[src/rtl/mult_div_unit_if.sv]
// Handshake/bus bundle between the EX stage and the iterative multiply/divide unit.
// The master side launches operations and MTHI/MTLO writes; the slave side is the unit.
interface mult_div_unit_if #(
    parameter int WIDTH = 32
);
    logic             start;
    logic [1:0]       op;
    logic [WIDTH-1:0] rs_val;
    logic [WIDTH-1:0] rt_val;
    logic             wr_hi;
    logic             wr_lo;
    logic [WIDTH-1:0] wr_data;
    logic [WIDTH-1:0] hi_out;
    logic [WIDTH-1:0] lo_out;
    logic             busy;
    logic             done;
    logic             div_zero;

    modport master (
        output start, op, rs_val, rt_val, wr_hi, wr_lo, wr_data,
        input  hi_out, lo_out, busy, done, div_zero
    );

    modport slave (
        input  start, op, rs_val, rt_val, wr_hi, wr_lo, wr_data,
        output hi_out, lo_out, busy, done, div_zero
    );
endinterface

[src/rtl/mult_div_unit.sv]
// Iterative radix-2 multiply/divide unit with HI/LO registers.
// Operates on magnitudes for WIDTH cycles, then applies sign fix-up in a single FINISH cycle.
module mult_div_unit #(
    parameter int WIDTH = 32
) (
    input  logic           clk,
    input  logic           rst_n,
    mult_div_unit_if.slave bus
);
    localparam int DW = 2 * WIDTH;
    localparam int CW = $clog2(WIDTH) + 1;

    typedef enum logic [1:0] {
        ST_IDLE   = 2'b00,
        ST_RUN    = 2'b01,
        ST_FINISH = 2'b10
    } state_t;

    state_t           state_r;
    logic [CW-1:0]    cnt_r;
    logic             is_div_r;
    logic             neg_a_r;
    logic             neg_b_r;
    logic             dz_r;
    logic [WIDTH-1:0] mag_a_r;
    logic [WIDTH-1:0] mag_b_r;
    logic [DW-1:0]    acc_r;
    logic [WIDTH-1:0] rem_r;
    logic [WIDTH-1:0] hi_r;
    logic [WIDTH-1:0] lo_r;
    logic             busy_r;
    logic             done_r;
    logic             div_zero_r;

    logic [WIDTH-1:0] mag_rs_s;
    logic [WIDTH-1:0] mag_rt_s;
    logic [WIDTH:0]   mul_sum_s;
    logic [DW-1:0]    mul_acc_next_s;
    logic [WIDTH:0]   div_shift_s;
    logic             div_ge_s;
    logic [WIDTH-1:0] rem_next_s;
    logic [WIDTH-1:0] quo_next_s;
    logic [DW-1:0]    prod_fix_s;
    logic [WIDTH-1:0] quo_fix_s;
    logic [WIDTH-1:0] rem_fix_s;
    logic [WIDTH-1:0] raw_a_s;
    logic [WIDTH-1:0] hi_res_s;
    logic [WIDTH-1:0] lo_res_s;

    function automatic logic [WIDTH-1:0] cond_neg_w(input logic [WIDTH-1:0] v, input logic neg);
        logic [WIDTH-1:0] r;
        if (neg) begin
            r = ~v + WIDTH'(1);
        end else begin
            r = v;
        end
        return r;
    endfunction

    function automatic logic [DW-1:0] cond_neg_dw(input logic [DW-1:0] v, input logic neg);
        logic [DW-1:0] r;
        if (neg) begin
            r = ~v + DW'(1);
        end else begin
            r = v;
        end
        return r;
    endfunction

    // Operand magnitudes at launch; only the signed ops (op[0]=1) treat the MSB as a sign.
    always_comb begin
        mag_rs_s = cond_neg_w(bus.rs_val, bus.op[0] & bus.rs_val[WIDTH-1]);
        mag_rt_s = cond_neg_w(bus.rt_val, bus.op[0] & bus.rt_val[WIDTH-1]);
    end

    // One shift-add multiply step: multiplier sits in acc low half, product grows into the top.
    always_comb begin
        if (acc_r[0]) begin
            mul_sum_s = {1'b0, acc_r[DW-1:WIDTH]} + {1'b0, mag_b_r};
        end else begin
            mul_sum_s = {1'b0, acc_r[DW-1:WIDTH]};
        end
        mul_acc_next_s = {mul_sum_s, acc_r[WIDTH-1:1]};
    end

    // One restoring divide step: dividend/quotient shifts through acc low half.
    // The remainder stays below the divisor, so only the shifted value needs the extra bit.
    always_comb begin
        div_shift_s = {rem_r, acc_r[WIDTH-1]};
        div_ge_s    = (div_shift_s >= {1'b0, mag_b_r});
        if (div_ge_s) begin
            rem_next_s = WIDTH'(div_shift_s - {1'b0, mag_b_r});
            quo_next_s = {acc_r[WIDTH-2:0], 1'b1};
        end else begin
            rem_next_s = div_shift_s[WIDTH-1:0];
            quo_next_s = {acc_r[WIDTH-2:0], 1'b0};
        end
    end

    // Sign fix-up and result selection used at the edge leaving FINISH.
    always_comb begin
        prod_fix_s = cond_neg_dw(acc_r, neg_a_r ^ neg_b_r);
        quo_fix_s  = cond_neg_w(acc_r[WIDTH-1:0], neg_a_r ^ neg_b_r);
        rem_fix_s  = cond_neg_w(rem_r, neg_a_r);
        raw_a_s    = cond_neg_w(mag_a_r, neg_a_r);
        if (!is_div_r) begin
            hi_res_s = prod_fix_s[DW-1:WIDTH];
            lo_res_s = prod_fix_s[WIDTH-1:0];
        end else if (dz_r) begin
            hi_res_s = raw_a_s;
            lo_res_s = {WIDTH{1'b1}};
        end else begin
            hi_res_s = rem_fix_s;
            lo_res_s = quo_fix_s;
        end
    end

    // Control FSM plus datapath and HI/LO registers.
    always_ff @(posedge clk or negedge rst_n) begin
        if (!rst_n) begin
            state_r    <= ST_IDLE;
            cnt_r      <= {CW{1'b0}};
            is_div_r   <= 1'b0;
            neg_a_r    <= 1'b0;
            neg_b_r    <= 1'b0;
            dz_r       <= 1'b0;
            mag_a_r    <= {WIDTH{1'b0}};
            mag_b_r    <= {WIDTH{1'b0}};
            acc_r      <= {DW{1'b0}};
            rem_r      <= {WIDTH{1'b0}};
            hi_r       <= {WIDTH{1'b0}};
            lo_r       <= {WIDTH{1'b0}};
            busy_r     <= 1'b0;
            done_r     <= 1'b0;
            div_zero_r <= 1'b0;
        end else begin
            done_r     <= 1'b0;
            div_zero_r <= 1'b0;
            case (state_r)
                ST_IDLE: begin
                    if (bus.start) begin
                        is_div_r <= bus.op[1];
                        neg_a_r  <= bus.op[0] & bus.rs_val[WIDTH-1];
                        neg_b_r  <= bus.op[0] & bus.rt_val[WIDTH-1];
                        dz_r     <= bus.op[1] & (bus.rt_val == {WIDTH{1'b0}});
                        mag_a_r  <= mag_rs_s;
                        mag_b_r  <= mag_rt_s;
                        acc_r    <= {{WIDTH{1'b0}}, mag_rs_s};
                        rem_r    <= {WIDTH{1'b0}};
                        cnt_r    <= {CW{1'b0}};
                        busy_r   <= 1'b1;
                        state_r  <= ST_RUN;
                    end else begin
                        if (bus.wr_hi) begin
                            hi_r <= bus.wr_data;
                        end
                        if (bus.wr_lo) begin
                            lo_r <= bus.wr_data;
                        end
                    end
                end
                ST_RUN: begin
                    if (is_div_r) begin
                        acc_r <= {acc_r[DW-1:WIDTH], quo_next_s};
                        rem_r <= rem_next_s;
                    end else begin
                        acc_r <= mul_acc_next_s;
                    end
                    cnt_r <= cnt_r + CW'(1);
                    if (cnt_r == CW'(WIDTH - 1)) begin
                        state_r <= ST_FINISH;
                    end
                end
                ST_FINISH: begin
                    hi_r       <= hi_res_s;
                    lo_r       <= lo_res_s;
                    done_r     <= 1'b1;
                    div_zero_r <= dz_r;
                    busy_r     <= 1'b0;
                    state_r    <= ST_IDLE;
                end
                default: begin
                    busy_r  <= 1'b0;
                    state_r <= ST_IDLE;
                end
            endcase
        end
    end

    assign bus.hi_out   = hi_r;
    assign bus.lo_out   = lo_r;
    assign bus.busy     = busy_r;
    assign bus.done     = done_r;
    assign bus.div_zero = div_zero_r;
endmodule
[src/flat_wrapper.sv]
// flat-port wrapper written by rule: the top's interface ports become plain ports
module mult_div_unit_flat 
#(
    parameter int WIDTH = 32
)
  (clk, rst_n, bus_start, bus_op, bus_rs_val, bus_rt_val, bus_wr_hi, bus_wr_lo, bus_wr_data, bus_hi_out, bus_lo_out, bus_busy, bus_done, bus_div_zero);
  mult_div_unit_if #(.WIDTH(WIDTH)) bus_i ();
  input  logic clk;
  input  logic rst_n;
  input wire logic [$bits(bus_i.start)-1:0] bus_start;
  input wire logic [$bits(bus_i.op)-1:0] bus_op;
  input wire logic [$bits(bus_i.rs_val)-1:0] bus_rs_val;
  input wire logic [$bits(bus_i.rt_val)-1:0] bus_rt_val;
  input wire logic [$bits(bus_i.wr_hi)-1:0] bus_wr_hi;
  input wire logic [$bits(bus_i.wr_lo)-1:0] bus_wr_lo;
  input wire logic [$bits(bus_i.wr_data)-1:0] bus_wr_data;
  output wire logic [$bits(bus_i.hi_out)-1:0] bus_hi_out;
  output wire logic [$bits(bus_i.lo_out)-1:0] bus_lo_out;
  output wire logic [$bits(bus_i.busy)-1:0] bus_busy;
  output wire logic [$bits(bus_i.done)-1:0] bus_done;
  output wire logic [$bits(bus_i.div_zero)-1:0] bus_div_zero;
  assign bus_i.start = bus_start;
  assign bus_i.op = bus_op;
  assign bus_i.rs_val = bus_rs_val;
  assign bus_i.rt_val = bus_rt_val;
  assign bus_i.wr_hi = bus_wr_hi;
  assign bus_i.wr_lo = bus_wr_lo;
  assign bus_i.wr_data = bus_wr_data;
  assign bus_hi_out = bus_i.hi_out;
  assign bus_lo_out = bus_i.lo_out;
  assign bus_busy = bus_i.busy;
  assign bus_done = bus_i.done;
  assign bus_div_zero = bus_i.div_zero;
  mult_div_unit #(.WIDTH(WIDTH)) u_core (.clk(clk), .rst_n(rst_n), .bus(bus_i));
endmodule
[config.mk]
export PLATFORM = sky130hd
export DESIGN_NAME = mult_div_unit_flat
export DESIGN_NICKNAME = d
export VERILOG_FILES = /design/src/rtl/mult_div_unit_if.sv /design/src/rtl/mult_div_unit.sv /design/src/flat_wrapper.sv
export SDC_FILE = /design/constraint.sdc
export NUM_CORES = 1
export LEC_CHECK = 0
export ABC_CLOCK_PERIOD_IN_PS = 2800
export BUFFER_PORTS_ARGS = -buffer_cell sky130_fd_sc_hd__buf_2
export CAP_MARGIN = 25
export CORE_ASPECT_RATIO = 0.6
export CORE_MARGIN = 10
export CORE_UTILIZATION = 50
export DETAILED_ROUTE_END_ITERATION = 6
export PLACE_DENSITY = 0.7
export SYNTH_ARGS = -nofsm -noshare
export SYNTH_HDL_FRONTEND = slang
export SYNTH_SLANG_ARGS = --single-unit
export TNS_END_PERCENT = 50
[constraint.sdc]
create_clock -name clk -period 2.8 [get_ports clk]
set_input_delay 0.56 -clock clk [delete_from_list [all_inputs] [get_ports clk]]
set_output_delay 0.56 -clock clk [all_outputs]
set_load 0.005 [all_outputs]
# Word level (Yosys, flattened, before mapping)

Index checks and enable logic that the tools add are counted.

Register bits: 239
Input bits: 103
Word-level logic and storage cells: 93

Multiplexer cells: 34
Bitwise logic cells: 11
Equal/unequal tests: 10
Reductions and logical operators: 12
Order comparisons: 1
Add/subtract/negate cells: 9

Operator list:

| cell                                                  | count |
|---|---|
| two-way mux 32 bit                                    | 16 |
| two-way mux 64 bit                                    | 3 |
| case mux 32 bit (2 select lines)                      | 3 |
| adder 32 x 1 -> 32 bit, second input constant         | 5 |
| inverter 32 bit                                       | 5 |
| case mux 64 bit (2 select lines)                      | 1 |
| adder 64 x 1 -> 64 bit, second input constant         | 1 |
| inverter 64 bit                                       | 1 |
| adder 32 x 32 -> 33 bit                               | 1 |
| >= comparator 33 x 32 -> 1 bit                        | 1 |
| two-way mux 33 bit                                    | 1 |
| logical NOT 32 bit                                    | 1 |
| subtractor 32 bit                                     | 1 |
| case mux 6 bit (2 select lines)                       | 1 |
| AND reduction 3 bit                                   | 4 |
| inequality test 2 bit, second input constant          | 5 |
| AND reduction 2 bit                                   | 4 |
| adder 6 x 1 -> 6 bit, second input constant           | 1 |
| equality test 6 x 5 -> 1 bit, second input constant   | 1 |
| two-way mux 6 bit                                     | 1 |
| two-way mux 1 bit                                     | 4 |
| two-way mux 2 bit                                     | 2 |
| inequality test 2 x 1 -> 1 bit, second input constant | 2 |
| case mux 2 bit (2 select lines)                       | 1 |
| 8 further kinds                                       | 11 |

# Logic depth before layout (Yosys ltp)

Gate-level depths: netlist of the first run.

Depth after elaboration: 6
Depth in mapped cells: 14

# Worst setup path after synthesis of the first run

OpenSTA, ideal clock, no wires.

Path type: input to register
Start: input bus_rs_val[8]
End: register u_core.acc_r[24]
Data arrival time: 2.781 ns
Buffers on the path: 0
Stages on the path: 9
Path slack: -0.107 ns
Library setup time: 0.126 ns
Path through: or4_4 or4_4 nor3_2 nand2_1 or3_1 o21ai_1 xor2_1 nor2_1 a221o_1

Cells in the longest elaborated chain, start to end: 5

RTL lines:

| element                          | RTL line             | source |
|---|---|---|
| from (decl)                      | flat_wrapper.sv:12   | `input wire logic [$bits(bus_i.rs_val)-1:0] bus_rs_val;` |
| inverter 32 bit                  | mult_div_unit.sv:53  | `r = ~v + WIDTH'(1);` |
| adder 32 x 1 -> 32 bit           | mult_div_unit.sv:53  |  |
| two-way mux 32 bit               | mult_div_unit.sv:52  | `if (neg) begin` |
| two-way mux 64 bit               | mult_div_unit.sv:141 | `if (bus.start) begin` |
| case mux 64 bit (2 select lines) | mult_div_unit.sv:139 | `case (state_r)` |
| to (signal assigned)             | mult_div_unit.sv:148 | `acc_r <= {{WIDTH{1'b0}}, mag_rs_s};` |
| to (signal assigned)             | mult_div_unit.sv:164 | `acc_r <= {acc_r[DW-1:WIDTH], quo_next_s};` |
| to (signal assigned)             | mult_div_unit.sv:167 | `acc_r <= mul_acc_next_s;` |
| to (decl)                        | mult_div_unit.sv:27  | `logic [DW-1:0] acc_r;` |

No other way between the ends. The select of a mux whose other input is x is not followed.
A chain may end at the register's enable or synchronous reset.

# Worst setup path in the final report of the first run

Start: register u_core.acc_r[12]
End: register u_core.hi_r[30], in the netlist u_core.bus.hi_out[30]

Cells in the longest elaborated chain, start to end: 5

RTL lines:

| element                          | RTL line             | source |
|---|---|---|
| from (signal assigned)           | mult_div_unit.sv:129 | `acc_r <= {DW{1'b0}};` |
| from (signal assigned)           | mult_div_unit.sv:148 |  |
| from (signal assigned)           | mult_div_unit.sv:164 |  |
| inverter 64 bit                  | mult_div_unit.sv:63  | `r = ~v + DW'(1);` |
| adder 64 x 1 -> 64 bit           | mult_div_unit.sv:63  |  |
| two-way mux 64 bit               | mult_div_unit.sv:62  | `if (neg) begin` |
| two-way mux 32 bit               | mult_div_unit.sv:106 | `if (!is_div_r) begin` |
| case mux 32 bit (2 select lines) | mult_div_unit.sv:139 |  |
| to (signal assigned)             | mult_div_unit.sv:131 | `hi_r <= {WIDTH{1'b0}};` |
| to (signal assigned)             | mult_div_unit.sv:155 | `hi_r <= bus.wr_data;` |
| to (signal assigned)             | mult_div_unit.sv:175 | `hi_r <= hi_res_s;` |
| to (decl)                        | mult_div_unit.sv:29  | `logic [WIDTH-1:0] hi_r;` |

No other way between the ends.

==> results of run 1 <==
synthesized netlist by cell type, types with 9 or more instances:
cell type / count / area, sq um
nand4_1: 20 / 125
o21a_1: 10 / 75.1
o211ai_1: 17 / 128
nor2b_1: 11 / 68.8
o41ai_1: 16 / 140
a211oi_1: 9 / 67.6
dfrtp_1: 239 / 5980
nand2_1: 279 / 1050
nand2b_1: 19 / 119
o31ai_1: 38 / 285
clkbuf_1: 119 / 447
mux2i_1: 38 / 380
a32oi_1: 38 / 333
ha_1: 70 / 876
o22ai_1: 26 / 163
o21ai_0: 219 / 1100
o221ai_1: 18 / 158
or3_1: 28 / 175
a31oi_1: 28 / 175
buf_1: 9 / 33.8
nor4_1: 21 / 131
inv_1: 68 / 255
xor2_1: 99 / 867
a21oi_1: 200 / 1000
nor2_1: 154 / 578
xnor2_1: 103 / 902
a21o_1: 40 / 300
a221oi_1: 19 / 166
mux2_2: 22 / 248
nor3_1: 38 / 190
or4_1: 23 / 173
nand3_1: 41 / 205
and3_1: 22 / 138
power groups by stage:
stage / Combinational [mW] / Clock, mW / Sequential (mW)
after floorplan: 8.96 / 0 / 5.97
after global placement: 15.9 / 0 / 5.91
after detailed placement: 16.2 / 0 / 5.95
final: 18.7 / 3.80 / 6.03
after CTS: 16.8 / 3.79 / 5.93
after global routing: 20.0 / 3.94 / 6.11
worst register-to-register path, stage by stage, from the launching register on:
cell       delay (ps)
dfrtp_1           380
or4_4             550
or4b_4            540
nor3_4            250
buf_12            160
nand3_4           110
nor4b_4           410
a31oi_1           170
xnor2_1           290
nor2_1             70
a2bb2oi_1         130
cell type report:
cell class,count,share of cell area (%)
inverters,71,1.11
diodes,1,0.0103
clock inverters,15,0.714
clock buffers,34,3.00
multi-input cells,1781,51.5
well taps,476,2.44
repair buffers,568,16.7
flip-flops and latches,239,24.6
logic make-up (layout without fill, tap and decap cells):
logic type / count (synthesis) / after routing / synth area share, %
flip-flops: 239 / 239 / 32.9
other: 0 / 1 / 0
buffers and inverters: 203 / 688 / 4.22
AND/OR/NAND/NOR: 705 / 705 / 18.8
XOR/XNOR: 202 / 202 / 9.72
AO/OA/AOI/OAI: 739 / 739 / 25.5
multiplexers: 63 / 63 / 3.82
adder cells (fa/ha/maj): 72 / 72 / 5.03
final timing paths:
kind | from | end | slack (ps) | cells past startpoint
min reg2reg | u_core.bus.lo_out[21] | u_core.bus.lo_out[21] | 470 | 1
max | u_core.acc_r[12] | u_core.bus.hi_out[30] | -420 | 10
max reg2reg | u_core.acc_r[12] | u_core.bus.hi_out[30] | -420 | 10
min | bus_rt_val[31] | u_core.mag_b_r[31] | 250 | 3
min in group asynchronous | rst_n | u_core.bus.lo_out[9] | 500 | 2
max in group asynchronous | rst_n | u_core.rem_r[25] | 1470 | 3
placed cells by master (no fill, tap or decap), drive strengths merged, types with 22 or more instances in the layout:
cell | Yosys | routed
a21o | 40 | 40
a21oi | 200 | 200
a31oi | 28 | 28
a32oi | 38 | 38
and3 | 22 | 22
buf | 13 | 567
clkbuf | 119 | 34
dfrtp | 239 | 239
ha | 70 | 70
inv | 68 | 71
mux2 | 22 | 22
mux2i | 38 | 38
nand2 | 279 | 279
nand3 | 42 | 42
nor2 | 154 | 154
nor3 | 43 | 43
nor4 | 23 | 23
o21ai | 222 | 222
o22ai | 26 | 26
o31ai | 42 | 42
or3 | 29 | 29
or4 | 27 | 27
xnor2 | 103 | 103
xor2 | 99 | 99
repair_timing:
action                                  in CTS  in global routing
endpoints found under the setup margin      77                 92
gates resized for setup                    115                134
pin swaps                                   35                 72
endpoints found under the hold margin       44                  0
hold buffers                                 1                  0
gates cloned                                 0                  0
buffers inserted                            10                 27
sequential cells by signal (all words and copies together), names as in the netlist, 2 cells and up:
name	count
u_core.bus.lo_out	32
u_core.mag_b_r	32
u_core.mag_a_r	32
u_core.rem_r	32
u_core.bus.hi_out	32
u_core.acc_r	64
u_core.cnt_r	6
u_core.state_r	2
through the flow:
step                      hold slack [ps]  util [%]
after floorplan                       264         -
after global placement                456      61.0
after detailed placement              462      61.0
after CTS                             250      65.1
after global routing                  265      67.4
final                                 253      67.4
routing by layer:
metal	share of wire [%]	vias to the layer above
li1	-	9070
met1	42	9952
met2	40	1099
met3	15	125
met4	1.9	2
met5	0.016	-
==> impl_metrics.json, run 1 <==
{
  "ctsLongestPathBuffers": 3,
  "synth.avg_cell_area_sq_um": 8.18,
  "start_util_pct": 50.3,
  "powerDensity_nw_per_um2": 1170,
  "nets": 2863,
  "synth_cell_types": 80,
  "path_cells": "or4_4, or4b_4, nor3_4, buf_12, nand3_4, nor4b_4, a31oi_1, xnor2_1, nor2_1, a2bb2oi_1",
  "hold_class": "input port to flop",
  "clk_pin_slew_ps": 60,
  "crit_path_start_kind": "flop",
  "leakage_nw": 10.7,
  "finalNonFillerCells": 3185,
  "cts_tree": "built",
  "grt_pass1_vias": 19200,
  "maxCapViolCount": 0,
  "placed_cell_area_sq_um": 22000,
  "place_congestion": 1.02,
  "grt_max_degree": 88,
  "final_max_slew_viol_count": 0,
  "grt_antenna_before_repair": 4,
  "slowest_delay_ps": 550,
  "dr.pass1.iters": 7,
  "ant_nets": 0,
  "p_switching_mw": 13.6,
  "synth.net_count": 2398,
  "dp.cells": 3097,
  "fin_setup_tns_ps": -8540,
  "met3_usage_pct": 17.5,
  "path_class": "flop to flop",
  "critPathBufInv": 1,
  "async_flop_share_pct": 100,
  "multi_input_area_sq_um": 12500,
  "relSlewSlack_pct": 34.3,
  "fp-row-count": 54,
  "status": "finished, violations left",
  "clock.fmax_mhz": 311,
  "grtUsageMet1_pct": 47.7,
  "netSwitchingFraction_pct": 47.6,
  "power.internal_mw": 15.0,
  "clk_latency_ps": 590,
  "finalHoldViolations": 0,
  "crit_required_ps": 3240,
  "peakVddDrop_uv": 885,
  "ys_seq_elements": 239,
  "drive_gt1_share_pct": 30.9,
  "crit_arrival_ps": 3660,
  "hpwl_microns": 62900,
  "p_seq_share_pct": 21.1,
  "final.fill_count": 3000,
  "fin_crit_ps": 3220,
  "wirelength_microns": 81100,
  "htree_num_levels": 1,
  "yosysWarnings": 0,
  "die_area_sq_um": 44700,
  "grt_pass1_wl_microns": 119000,
  "setup_slack_ps": -420,
  "clock_skew_ps": 23.5,
  "drt_iter0_markers": 2833,
  "routed_via_density": 6.36,
  "routedWlPerCell_microns": 25.5,
  "grt_overflow": 0,
  "cts_buffers": 27,
  "seqCellArea_sq_um": 5990,
  "p_total_mw": 28.5,
  "crit_fanout": 4,
  "end_kind": "flop",
  "worst_path_max_delay_cell": "or4_4",
  "track_usage_pct": 34.6,
  "portBuffers": 169,
  "grt-busiest-layer": "met1",
  "clkPwrFrac_pct": 13.3,
  "core_sq_um": 36100,
  "grtUsageMet2_pct": 47.5,
  "synth_cells": 2223,
  "rsz0062_at_grt": "yes",
  "dieWidth_microns": 266,
  "num_vias": 20200,
  "ios": 170,
  "synth_top_flop_cell": "dfrtp_1",
  "drc": 2,
  "place_ws_ps": -412,
  "finalInstanceArea_sq_um": 24400,
  "cts-root-buf": "clkbuf_16",
  "violations": "design-rule violations, negative setup slack",
  "worst_pin_slew_ps": 975,
  "p_comb_share_pct": 65.5,
  "die_h_microns": 168,
  "cts.sinks": 239,
  "netlist_area_sq_um": 18200,
  "setup_violations": 46,
  "path_delay_family": "simple AND/OR/NAND/NOR gates",
  "area_growth_pct": 33.9,
  "fin_crit_sh_pct": 115,
  "synth_enable_flop_cells": 0,
  "seq_area_frac_synth_pct": 32.9
}
Power figures use the tool's default switching activity.
==> inputs of run 2 (changes only) <==
--- a/config.mk
+++ b/config.mk
@@ -8,11 +8,14 @@
 export ABC_CLOCK_PERIOD_IN_PS = 2800
 export BUFFER_PORTS_ARGS = -buffer_cell sky130_fd_sc_hd__buf_2
 export CAP_MARGIN = 25
+export CELL_PAD_IN_SITES_DETAIL_PLACEMENT = 0
+export CELL_PAD_IN_SITES_GLOBAL_PLACEMENT = 1
 export CORE_ASPECT_RATIO = 0.6
 export CORE_MARGIN = 10
-export CORE_UTILIZATION = 50
+export CORE_UTILIZATION = 41
 export DETAILED_ROUTE_END_ITERATION = 6
-export PLACE_DENSITY = 0.7
+export PLACE_DENSITY = 0.75
+export SKIP_CTS_REPAIR_TIMING = 1
 export SYNTH_ARGS = -nofsm -noshare
 export SYNTH_HDL_FRONTEND = slang
 export SYNTH_SLANG_ARGS = --single-unit
==> run 2 against run 1 <==
The flow finishes with violations (negative setup slack). Routed wire length is 6.7% higher. Largest power group unchanged. Register-to-register slack better by 20 ps. Highest routed layer unchanged. Sequential share of layout area is 0.47 points lower.
==> impl_metrics.json, run 2 (synthesized netlist as in run 1, its figures left out) <==
{
  "hold_class": "input port to flop",
  "start_util_pct": 41.8,
  "die_area_sq_um": 53500,
  "violations": "negative setup slack",
  "fp-row-count": 59,
  "crit_fanout": 7,
  "hpwl_microns": 68100,
  "cts-root-buf": "clkbuf_16",
  "finalNonFillerCells": 3330,
  "dieWidth_microns": 292,
  "routed_via_density": 6.20,
  "finalHoldViolations": 0,
  "portBuffers": 169,
  "setup_violations": 71,
  "path_class": "flop to flop",
  "end_kind": "flop",
  "ant_nets": 0,
  "drt_iter0_markers": 2622,
  "dr.pass1.iters": 6,
  "setup_slack_ps": -398,
  "rsz0062_at_grt": "yes",
  "dp.cells": 3250,
  "track_usage_pct": 30.4,
  "peakVddDrop_uv": 677,
  "grt_pass1_wl_microns": 125000,
  "most-common-layout-cells": "buf_4, nand2_1, dfrtp_1",
  "htree_num_levels": 1,
  "status": "finished, violations left",
  "final_max_slew_viol_count": 0,
  "cts.sinks": 239,
  "worst_pin_slew_ps": 802,
  "clk_latency_ps": 560,
  "die_h_microns": 183,
  "ios": 170,
  "placed_cell_area_sq_um": 22500,
  "area_growth_pct": 36.5,
  "nets": 2906,
  "min_path_cells": 3,
  "grt_overflow": 0,
  "multi_input_area_sq_um": 12500,
  "grt_max_degree": 65,
  "cts_buffers": 27,
  "largest_reg_flops": 64,
  "clk_pin_slew_ps": 60,
  "final.fill_count": 4016,
  "clock.fmax_mhz": 313,
  "crit_path_start_kind": "flop",
  "ctsLongestPathBuffers": 3,
  "grt_antenna_before_repair": 8,
  "seqCellArea_sq_um": 5990,
  "place_congestion": 1.03,
  "clock_skew_ps": 13.1,
  "finalInstanceArea_sq_um": 24800,
  "powerDensity_nw_per_um2": 1200,
  "core_sq_um": 43600,
  "drc": 0,
  "final_common_cell": "buf_4",
  "fin_crit_ps": 3200,
  "ff2ff_path_depth": 12,
  "maxCapViolCount": 0,
  "relSlewSlack_pct": 45.9,
  "crit_required_ps": 3230,
  "leakage_nw": 10.9,
  "cts_tree": "built",
  "crit_arrival_ps": 3630,
  "num_vias": 20700,
  "wirelength_microns": 86500,
  "max_flop_register": "u_core.acc_r",
  "fin_crit_sh_pct": 114,
  "drive_gt1_share_pct": 31.9,
  "grt_pass1_vias": 18900,
  "place_ws_ps": -364,
  "routedWlPerCell_microns": 26.0
}
## run 2: changes by cell type in the layout (fill, tap and decap cells not counted), sizes merged
cell,change
buf,+41
clkbuf,+7
clkinvlp,-4
inv,-2
bufinv,-1
diode,+1
## run 2: report_power, final
part	switching (mW)	internal, mW	leakage (nW)
combinational	11.1	8.82	7.66
sequential	1.28	4.73	2.85
clock	1.61	2.15	0.439
total	14.0	15.7	10.9
## run 2: layout make-up
class                   instances  share of cell area [%]
diodes                          2                  0.0202
inverters                      71                    1.10
clock buffers                  39                    3.22
clock inverters                 8                   0.383
well taps                     579                    2.92
multi-input cells            1781                    50.3
repair buffers                611                    17.9
flip-flops and latches        239                    24.1
## run 2: path summary, 6_finish.rpt
check / slack, ps / start / end
setup / recovery: -400 / u_core.acc_r[12] / u_core.bus.hi_out[24]
hold / removal: 260 / bus_wr_data[8] / u_core.bus.hi_out[8]
setup reg to reg: -400 / u_core.acc_r[12] / u_core.bus.hi_out[24]
hold reg to reg: 470 / u_core.bus.lo_out[30] / u_core.bus.lo_out[30]
max in group asynchronous: 1480 / rst_n / u_core.bus.hi_out[1]
min in group asynchronous: 480 / rst_n / u_core.mag_a_r[23]
## run 2: worst max-delay path: stages (launching register included)
cell	delay (ps)
dfrtp_1	380
or4_4	560
or4b_4	530
nor3_4	230
buf_12	180
nand3_4	120
buf_4	180
nor4_4	160
buf_4	190
a31oi_2	120
xnor2_2	190
nor2_1	80
a2bb2oi_2	140
## run 2: metrics by stage
stage	power, mW	setup TNS (ps)	hold WS (ps)	util (%)
floorplan	14.9	-193	264	-
global placement	22.7	-16980	458	51.7
detailed placement	22.8	-18340	462	51.7
CTS	26.6	-15120	-114	53.8
global route	31.4	-15700	273	57.0
finish	29.7	-9230	262	57.0
## run 2: metal layers
metal | part of all wire, % | wire (microns) | vias to the layer above | global-route usage, %
li1 | - | - | 9161 | -
met1 | 47 | 40400 | 10300 | 46.6
met2 | 39 | 33900 | 1104 | 40.7
met3 | 13 | 10900 | 99 | 10.2
met4 | 1.4 | 1200 | 2 | 3.82
met5 | 0.015 | 13 | - | 0
